**src/rtl/hoops_pkg.sv**
```systemverilog
// Shared types and constants for the hoop scheduler and its LFSR.
package hoops_pkg;

  // Fibonacci LFSR: taps 16,14,13,11 map to state bits 15,13,12,10
  localparam logic [15:0] LFSR_SEED = 16'hACE1;
  localparam logic [15:0] LFSR_TAPS = 16'hB400;

  // Opening window relative to hoop top-left (inclusive bounds)
  localparam logic signed [13:0] WIN_X_LO = 14'sd16;
  localparam logic signed [13:0] WIN_X_HI = 14'sd31;
  localparam logic signed [13:0] WIN_Y_LO = 14'sd8;
  localparam logic signed [13:0] WIN_Y_HI = 14'sd39;

  typedef struct packed {
    logic              valid;
    logic              passed;
    logic signed [11:0] x;
    logic [10:0]       y;
  } hoop_slot_t;

  typedef enum logic [1:0] {
    ST_IDLE  = 2'd0,
    ST_MOVE  = 2'd1,
    ST_SPAWN = 2'd2
  } hoop_state_e;

  // One shift step: feedback enters at bit 0, state shifts toward the MSB
  function automatic logic [15:0] lfsr_step(input logic [15:0] q);
    return {q[14:0], ^(q & LFSR_TAPS)};
  endfunction

endpackage

```
**src/rtl/hoop_lfsr.sv**
```systemverilog
// Free-running 16-bit LFSR; exposes the low byte used for spawn heights.
module hoop_lfsr
  import hoops_pkg::*;
(
  input  logic       clk,
  input  logic       reset,
  output logic [7:0] rand_byte
);

  logic [15:0] lfsr_reg;

  // Advance every cycle; reset reloads the nonzero seed
  always_ff @(posedge clk) begin
    if (reset) lfsr_reg <= LFSR_SEED;
    else       lfsr_reg <= lfsr_step(lfsr_reg);
  end

  assign rand_byte = lfsr_reg[7:0];

endmodule

```
**src/rtl/hoops_scheduler.sv**
```systemverilog
// Hoop slot pool: per-frame move/retire/score, periodic spawn, and a
// registered per-pixel select feeding the shared hoop renderer.
module hoops_scheduler
  import hoops_pkg::*;
#(
  parameter int NUM_HOOPS    = 4,
  parameter int HOOP_SIZE    = 48,
  parameter int SCREEN_W     = 640,
  parameter int Y_MIN        = 64,
  parameter int SPAWN_PERIOD = 120,
  parameter int SPEED        = 2,
  parameter int PLAYER_HALF  = 16
) (
  input  logic                 clk,
  input  logic                 reset,
  input  logic                 startOfFrame,
  input  logic                 enable,
  input  logic [10:0]          pixelX,
  input  logic [10:0]          pixelY,
  input  logic [10:0]          playerX,
  input  logic [10:0]          playerY,
  output logic [10:0]          offsetX,
  output logic [10:0]          offsetY,
  output logic                 InsideRectangle,
  output logic [2:0]           hoopIndex,
  output logic                 scorePulse,
  output logic                 spawnDropped,
  output logic [NUM_HOOPS-1:0] activeMask
);

  localparam int IDX_W = $clog2(NUM_HOOPS);
  localparam logic [IDX_W-1:0]   LAST_IDX = IDX_W'(NUM_HOOPS - 1);
  localparam logic [15:0]        CNT_LAST = 16'(SPAWN_PERIOD - 1);
  localparam logic signed [11:0] SPEED_S  = 12'(SPEED);
  localparam logic signed [13:0] HS_S     = 14'(HOOP_SIZE);
  localparam logic signed [13:0] HS_M1    = 14'(HOOP_SIZE - 1);
  localparam logic signed [13:0] PH_S     = 14'(PLAYER_HALF);

  hoop_slot_t  slot_reg [NUM_HOOPS];
  hoop_state_e state_reg, state_next;
  logic [IDX_W-1:0] idx_reg, idx_next;
  logic [15:0] frame_cnt_reg, frame_cnt_next;
  logic move_en, spawn_en;
  logic [7:0] rand_byte;

  hoop_lfsr u_lfsr (
    .clk       (clk),
    .reset     (reset),
    .rand_byte (rand_byte)
  );

  // ---------------- frame FSM ----------------

  // State, slot index and frame counter registers
  always_ff @(posedge clk) begin
    if (reset) begin
      state_reg     <= ST_IDLE;
      idx_reg       <= '0;
      frame_cnt_reg <= '0;
    end else begin
      state_reg     <= state_next;
      idx_reg       <= idx_next;
      frame_cnt_reg <= frame_cnt_next;
    end
  end

  // Next state: walk each slot once, then one spawn cycle; disable stalls
  always_comb begin
    state_next     = state_reg;
    idx_next       = idx_reg;
    frame_cnt_next = frame_cnt_reg;
    move_en        = 1'b0;
    spawn_en       = 1'b0;
    case (state_reg)
      ST_IDLE: begin
        if (startOfFrame && enable) begin
          state_next = ST_MOVE;
          idx_next   = '0;
        end
      end
      ST_MOVE: begin
        if (enable) begin
          move_en = 1'b1;
          if (idx_reg == LAST_IDX) state_next = ST_SPAWN;
          else                     idx_next   = idx_reg + 1'b1;
        end
      end
      ST_SPAWN: begin
        if (enable) begin
          state_next = ST_IDLE;
          if (frame_cnt_reg == CNT_LAST) begin
            frame_cnt_next = '0;
            spawn_en       = 1'b1;
          end else begin
            frame_cnt_next = frame_cnt_reg + 16'd1;
          end
        end
      end
      default: state_next = ST_IDLE;
    endcase
  end

  // ---------------- slot update ----------------

  hoop_slot_t cur_slot, moved_slot, new_slot;
  logic signed [11:0] x_new;
  logic signed [13:0] mx_ext, my_ext, pcx, pcy;
  logic score_hit;
  logic free_found;
  logic [IDX_W-1:0] free_idx;

  assign pcx = {3'b000, playerX} + PH_S;
  assign pcy = {3'b000, playerY} + PH_S;

  // Move the serviced slot left, retire it off-screen, or detect a pass
  always_comb begin
    cur_slot   = slot_reg[idx_reg];
    moved_slot = cur_slot;
    score_hit  = 1'b0;
    x_new      = cur_slot.x - SPEED_S;
    mx_ext     = {{2{x_new[11]}}, x_new};
    my_ext     = {3'b000, cur_slot.y};
    if (cur_slot.valid) begin
      if (mx_ext + HS_S <= 14'sd0) begin
        moved_slot.valid = 1'b0;
      end else begin
        moved_slot.x = x_new;
        if (!cur_slot.passed &&
            pcx >= mx_ext + WIN_X_LO && pcx <= mx_ext + WIN_X_HI &&
            pcy >= my_ext + WIN_Y_LO && pcy <= my_ext + WIN_Y_HI) begin
          moved_slot.passed = 1'b1;
          score_hit         = 1'b1;
        end
      end
    end
  end

  // Lowest-index free slot and the hoop that would be placed there
  always_comb begin
    free_found = 1'b0;
    free_idx   = '0;
    for (int i = NUM_HOOPS - 1; i >= 0; i--) begin
      if (!slot_reg[i].valid) begin
        free_found = 1'b1;
        free_idx   = IDX_W'(i);
      end
    end
    new_slot.valid  = 1'b1;
    new_slot.passed = 1'b0;
    new_slot.x      = 12'(SCREEN_W);
    new_slot.y      = 11'(Y_MIN) + {3'b000, rand_byte};
  end

  // Slot storage: one write per cycle, from either MOVE or SPAWN
  always_ff @(posedge clk) begin
    if (reset) begin
      for (int i = 0; i < NUM_HOOPS; i++) slot_reg[i] <= '0;
    end else if (move_en) begin
      slot_reg[idx_reg] <= moved_slot;
    end else if (spawn_en && free_found) begin
      slot_reg[free_idx] <= new_slot;
    end
  end

  logic score_reg, drop_reg;
  logic [NUM_HOOPS-1:0] valid_vec, mask_reg;

  // Event pulses, one cycle after the detecting MOVE/SPAWN cycle
  always_ff @(posedge clk) begin
    if (reset) begin
      score_reg <= 1'b0;
      drop_reg  <= 1'b0;
      mask_reg  <= '0;
    end else begin
      score_reg <= move_en && score_hit;
      drop_reg  <= spawn_en && !free_found;
      mask_reg  <= valid_vec;
    end
  end

  // ---------------- pixel path ----------------

  logic signed [13:0] px, py, sel_sx, sel_sy;
  logic [NUM_HOOPS-1:0] hit;
  logic any_hit;
  logic [IDX_W-1:0] sel_idx;

  assign px = {3'b000, pixelX};
  assign py = {3'b000, pixelY};

  genvar gi;
  generate
    for (gi = 0; gi < NUM_HOOPS; gi++) begin : g_hit
      logic signed [13:0] sx, sy;
      assign sx = {{2{slot_reg[gi].x[11]}}, slot_reg[gi].x};
      assign sy = {3'b000, slot_reg[gi].y};
      assign hit[gi] = slot_reg[gi].valid &&
                       px >= sx && px <= sx + HS_M1 &&
                       py >= sy && py <= sy + HS_M1;
      assign valid_vec[gi] = slot_reg[gi].valid;
    end
  endgenerate

  // Priority select: lowest-index hitting slot owns the pixel
  always_comb begin
    any_hit = 1'b0;
    sel_idx = '0;
    for (int i = NUM_HOOPS - 1; i >= 0; i--) begin
      if (hit[i]) begin
        any_hit = 1'b1;
        sel_idx = IDX_W'(i);
      end
    end
    sel_sx = {{2{slot_reg[sel_idx].x[11]}}, slot_reg[sel_idx].x};
    sel_sy = {3'b000, slot_reg[sel_idx].y};
  end

  logic [10:0] off_x_reg, off_y_reg;
  logic        inside_reg;
  logic [2:0]  index_reg;

  // Registered renderer feed; all zero when no hoop covers the pixel
  always_ff @(posedge clk) begin
    if (reset || !any_hit) begin
      off_x_reg  <= '0;
      off_y_reg  <= '0;
      inside_reg <= 1'b0;
      index_reg  <= '0;
    end else begin
      off_x_reg  <= 11'(px - sel_sx);
      off_y_reg  <= 11'(py - sel_sy);
      inside_reg <= 1'b1;
      index_reg  <= 3'(sel_idx);
    end
  end

  assign offsetX         = off_x_reg;
  assign offsetY         = off_y_reg;
  assign InsideRectangle = inside_reg;
  assign hoopIndex       = index_reg;
  assign scorePulse      = score_reg;
  assign spawnDropped    = drop_reg;
  assign activeMask      = mask_reg;

endmodule

```
**config.mk**
```make
export PLATFORM = sky130hd
export DESIGN_NAME = hoops_scheduler
export DESIGN_NICKNAME = d
export VERILOG_FILES = /design/src/rtl/hoops_pkg.sv /design/src/rtl/hoop_lfsr.sv /design/src/rtl/hoops_scheduler.sv
export SDC_FILE = /design/constraint.sdc
export NUM_CORES = 1
export LEC_CHECK = 0
export ABC_AREA = 0
export CAP_MARGIN = 0
export CORE_MARGIN = 1.5
export CORE_UTILIZATION = 38
export CTS_CLUSTER_SIZE = 24
export DETAILED_ROUTE_END_ITERATION = 7
export PLACE_DENSITY = 0.65
export SYNTH_ARGS = -nofsm -noshare
export SYNTH_HDL_FRONTEND = slang
export SYNTH_SLANG_ARGS = --single-unit
```
**constraint.sdc**
```tcl
create_clock -name clk -period 5.95 [get_ports clk]
set_clock_uncertainty 0.2 [all_clocks]
set_input_delay 0.8925 -clock clk [delete_from_list [all_inputs] [get_ports clk]]
set_output_delay 0.8925 -clock clk [all_outputs]
set_load 0.05 [all_outputs]
```
Word level (Yosys, flattened, before mapping)
Memories as Yosys holds them, arrays and structs flattened. A register that Yosys moved wholly into a read port is not among the register bits.
Index checks and enable logic that the tools add are counted.
{ "totals": {"ff_bits": 68, "ramBits": 100, "input_bits": 48, "out_inout_bits": 32, "wordCells": 156, "mem_count": 1} }
{ "memory_table": {"columns": ["name", "words", "width", "rd", "rd_ports_with_merged_regs", "write_ports", "line_no", "rtl"], "rows": [
  ["slot_reg", 4, 25, 6, 1, 4, "hoops_scheduler.sv:39", "hoop_slot_t slot_reg [NUM_HOOPS];"]
]} }
{ "classes": {"n_addsub": 21, "n_lt_le_gt_ge": 21, "n_eq_ne": 9, "n_mux": 56, "n_reduce_logical": 36} }
{ "op_table": {"columns": ["operator", "count"], "rows": [
  ["$add A12 B7 Y13 const B", 5],
  ["$add A11 B6 Y12 const B", 5],
  ["$ge A12 B12 Y1", 5],
  ["$le A12 B13 Y1", 4],
  ["$mux W25", 2],
  ["$reduce_or A25 Y1", 2],
  ["$le A11 B12 Y1", 4],
  ["$ge A11 B11 Y1", 4],
  ["$mux W2", 19],
  ["$mux W1", 30],
  ["$add A12 B6 Y13 const B", 2],
  ["$add A11 B5 Y12 const B", 2],
  ["$logic_and A1 B1 Y1", 24],
  ["$sub A11 B11 Y11", 2],
  ["$add A16 B1 Y16 const B", 1],
  ["$eq A16 B7 Y1 const B", 1],
  ["$mux W16", 1],
  ["$reduce_xor A16 Y1", 1],
  ["$mux W14", 1],
  ["$ge A13 B13 Y1", 1],
  ["$le A13 B1 Y1 const B", 1],
  ["$le A13 B13 Y1", 1],
  ["$mux W13", 1],
  ["$add A11 B4 Y12 const B", 1],
  ["other kinds (15)", 23]
]} }

Depth between registers and ports, before layout
Gate-level depths: netlist of the first run.
An unclocked memory read counts as a cell.
{ "logic_depth": {"depth_word": 13, "mapped_depth": 31} }

Modules after synthesis
Synthesis of the first run repeated with hierarchy kept, for this count alone.
{ "hier_totals": {"hier_cells": 1757, "area_unflattened_um2": 15793.9} }
{ "by_module_without_submodules": {"columns": ["module", "instances", "cells_per_inst", "area_each_um2", "seq_area_each_um2"], "rows": [
  ["hoops_scheduler", 1, 1713, 15279.7, 4063.9],
  ["hoop_lfsr", 1, 44, 514.2, 320.3]
]} }

Worst setup path after synthesis of the first run
Ideal clock, no wire load.
{ "synth_timing": {"path_kind": "flip-flop to flip-flop", "startpoint": "mem slot_reg[1][11] in the netlist's numbering", "endpoint": "reg off_y_reg[10], in the netlist offsetY[10]", "setup_ns": 0.074, "arrival_ns": 5.825, "t_required_ns": 5.676, "setup_slack_ns": -0.149, "path_stages_with_launch": 28, "synth_period_minus_slack_ns": 6.099, "cell_sequence": "edfxtp_1 -> inv_1 -> ha_1 -> nand3_1 -> a21oi_1 -> nor2_1 -> xnor2_1 -> ha_1 -> a211o_1 -> a221o_1 -> o211ai_1 -> a22oi_1 -> nor4_1 -> clkbuf_1 -> nor2_1 -> a21oi_1 -> a22oi_1 -> ha_1 -> fa_1 -> nor2b_1 -> o21ai_0 -> a21boi_0 -> o21ai_0 -> a21oi_1 -> a31oi_1 -> xnor2_1 -> or4_1 -> a31oi_1"} }
{ "synth_lines": {"columns": ["item", "line_no", "rtl"], "rows": [
  ["start: declaration", "hoops_scheduler.sv:39", null],
  ["end signal: assignment", "hoops_scheduler.sv:231", "off_y_reg <= 11'(py - sel_sy);"],
  ["end: declaration", "hoops_scheduler.sv:218", "logic [10:0] off_x_reg, off_y_reg;"]
]} }

==> results of run 1 <==
[repair_timing]
| item | CTS | global route |
|---|---|---|
| setup endpoints to repair | 9 | 13 |
| gates cloned | 1 | 0 |
| pin swaps | 33 | 68 |
| gates resized for setup | 75 | 78 |
| setup buffers | 30 | 26 |
| hold buffers | 0 | 0 |
[kinds of logic after synthesis]
family,Yosys count,share of synthesized area [%]
buffers and inverters,193,4.77
and+or+nand+nor,577,17.5
muxes,32,4.11
other,1,0.0234
adders and majority gates,268,21.0
DFF,169,27.4
AOI/OAI and AO/OA,372,15.8
xor gates and xnor gates,168,9.38
[cell type report]
cell class                      count  area, um^2  share of cell area, %
Clock buffer                       18         429                   2.05
Clock inverter                     14         155                  0.741
Inverter                          146         548                   2.62
Multi-Input combinational cell   1418       11400                   54.7
Sequential cell                   169        4390                   20.9
Tap cell                          539         674                   3.22
Timing Repair Buffer              409        3300                   15.8
[cells in the final DEF (no fill, tap or decap), drive strengths merged, types with 41 or more instances in the layout]
master / netlist / final
a21oi: 71 / 71
buf: 11 / 331
clkdlybuf4s50: 0 / 78
dfxtp: 69 / 69
edfxtp: 100 / 100
ha: 266 / 266
inv: 146 / 155
nand2: 126 / 126
nand3: 41 / 41
nor2: 182 / 182
nor2b: 41 / 41
nor3: 52 / 52
o21ai: 75 / 75
xnor2: 125 / 125
xor2: 43 / 43
[critical path: cells and delay by family, from the launching register on]
family / cells / cell delay, ns
compound gates: 13 / 2.44
fa+ha+maj: 3 / 0.85
xor+xnor: 1 / 0.14
simple gates: 7 / 1.39
flops: 1 / 0.51
buf+inv: 4 / 0.62
[metrics by stage]
step / TNS, ns / instances / cell area (um^2)
floorplan: 0 / 1780 / 16000
global placement: -4.93 / 2627 / 19400
detailed placement: -6.58 / 2627 / 19400
CTS: 0 / 2690 / 20400
global route: -1.65 / 2713 / 20900
finish: -0.403 / 2713 / 20900
[final timing paths]
path	cells after the start	slack [ns]	endpoint	from
setup / recovery	28	-0.26	offsetX[10]$_SDFF_PN0_	slot_reg[2][0]$_SDFFCE_PN0P_
hold / removal	1	0.22	u_lfsr.lfsr_reg[15]$_SDFF_PP1_	u_lfsr.lfsr_reg[14]$_SDFF_PP0_
setup reg to reg	28	-0.26	offsetX[10]$_SDFF_PN0_	slot_reg[2][0]$_SDFFCE_PN0P_
hold reg to reg	1	0.22	u_lfsr.lfsr_reg[15]$_SDFF_PP1_	u_lfsr.lfsr_reg[14]$_SDFF_PP0_
[per-layer routing]
metal / routed length [um] / vias up / GRT usage, % / share of wire [%]
li1: - / 7265 / - / -
met1: 23700 / 7226 / 33.1 / 45
met2: 23800 / 582 / 38.5 / 45
met3: 3560 / 100 / 3.71 / 6.7
met4: 1790 / 0 / 8.13 / 3.4
met5: 0 / - / 0 / 0
[power breakdown]
part	internal, mW	total [mW]	switching, mW
logic	0.640	1.34	0.699
registers	1.29	1.35	0.0581
clock network	0.597	1.12	0.527
==> qor.yml, run 1 <==
tritoncts: "done"
yosysUniqueCellTypes: 76
synth_edf_count: 100
hold_class: "reg2reg"
clk_latency_ns: 0.45
setup_ws_ns: -0.263
start_kind: "register"
power.density_nw_per_um2: 182
synth_nets: 2096
grt_pass1_vias: 14900
rsz0062_at_grt: "true"
clock-sinks: 169
io_pins: 80
antenna_found_initial: 0
fillers: 3821
dieWidth_um: 208
clock.fmax_ghz: 0.161
hpwl_mm: 42.1
status: "finished, violations left"
place_congestion: 1.04
path_common_cell: "o211ai_1"
diodes: 0
peakVddDrop_mv: 0.150
hold_ws_ns: 0.216
dr_total_vias: 15200
worstPathMaxFanout: 6
drv_slew: 0
drive_gt1_share_pct: 23.8
ys_seq_elements: 169
critPathKind: "reg2reg"
post_drt_wl_per_cell_um: 19.5
clockRootBuffer: "clkbuf_16"
antenna_left: 0
row_count: 75
coreArea_um2: 41800
cts_buffer_depth: 2
hold_violations: 0
synth_top_cell_by_area: "ha_1"
worst_path_max_delay_cell: "edfxtp_1"
largest_reg_flops: 100
numPortBuffers: 78
routed_wl_mm: 52.9
grt_pass1_wl_mm: 82.2
async_flop_share_pct: 0
viasPerCell: 5.59
final_util_pct: 50.2
ys.flop_type: "edfxtp_1"
dr.pass1.iters: 5
avgSynthCellArea_um2: 8.99
synth_commonest_cells: "266 x ha_1, 180 x nor2_1, 146 x inv_1, 126 x nand2_1, 121 x xnor2_1"
clkTransAtPathRegs_ns: 0.07
syn_to_final_growth_pct: 30.8
synth_area_leaders: "ha_1 21%, edfxtp_1 19%, dfxtp_1 8.6%"
final_net_count: 2477
setup_viol: 2
synth_top_area_share_pct: 20.8
dp_worst_setup_slack_ns: -1.18
crit_required_ns: 6.14
die_h_um: 208
synthCells: 1780
endpoint_kind: "register"
cp.arrival_ns: 6.41
start_util_pct: 38.3
seq_area_frac_synth_pct: 27.4
slew_headroom_pct: 25.2
yosysWarningCount: 0
drtIter0Drc: 1295
drc_errors: 0
slowest_delay_ns: 0.51
cts_buffers: 17
grt-ovfl-total: 0
tightest_slew_ns: 1.12
post-route-period-util_pct: 104
fin_crit_ns: 6.21
grt_usage_pct: 24.1
violations: "negative setup slack"
netlist_area_um2: 16000
dieArea_um2: 43400
grt_start_max_net_pins: 31
htree_levels: 4
cap_viol_max_count: 0
p_leak_nw: 8.87
total_power_mw: 3.81
yosysMostFrequentCell: "ha_1"
Power figures use the tool's default switching activity.
==> run 2, diff against run 1 <==
- HOLD_SLACK_MARGIN: unset -> 0.1
==> results of run 2 <==
The final DEF is identical to that of run 1; final timing and power are the same.
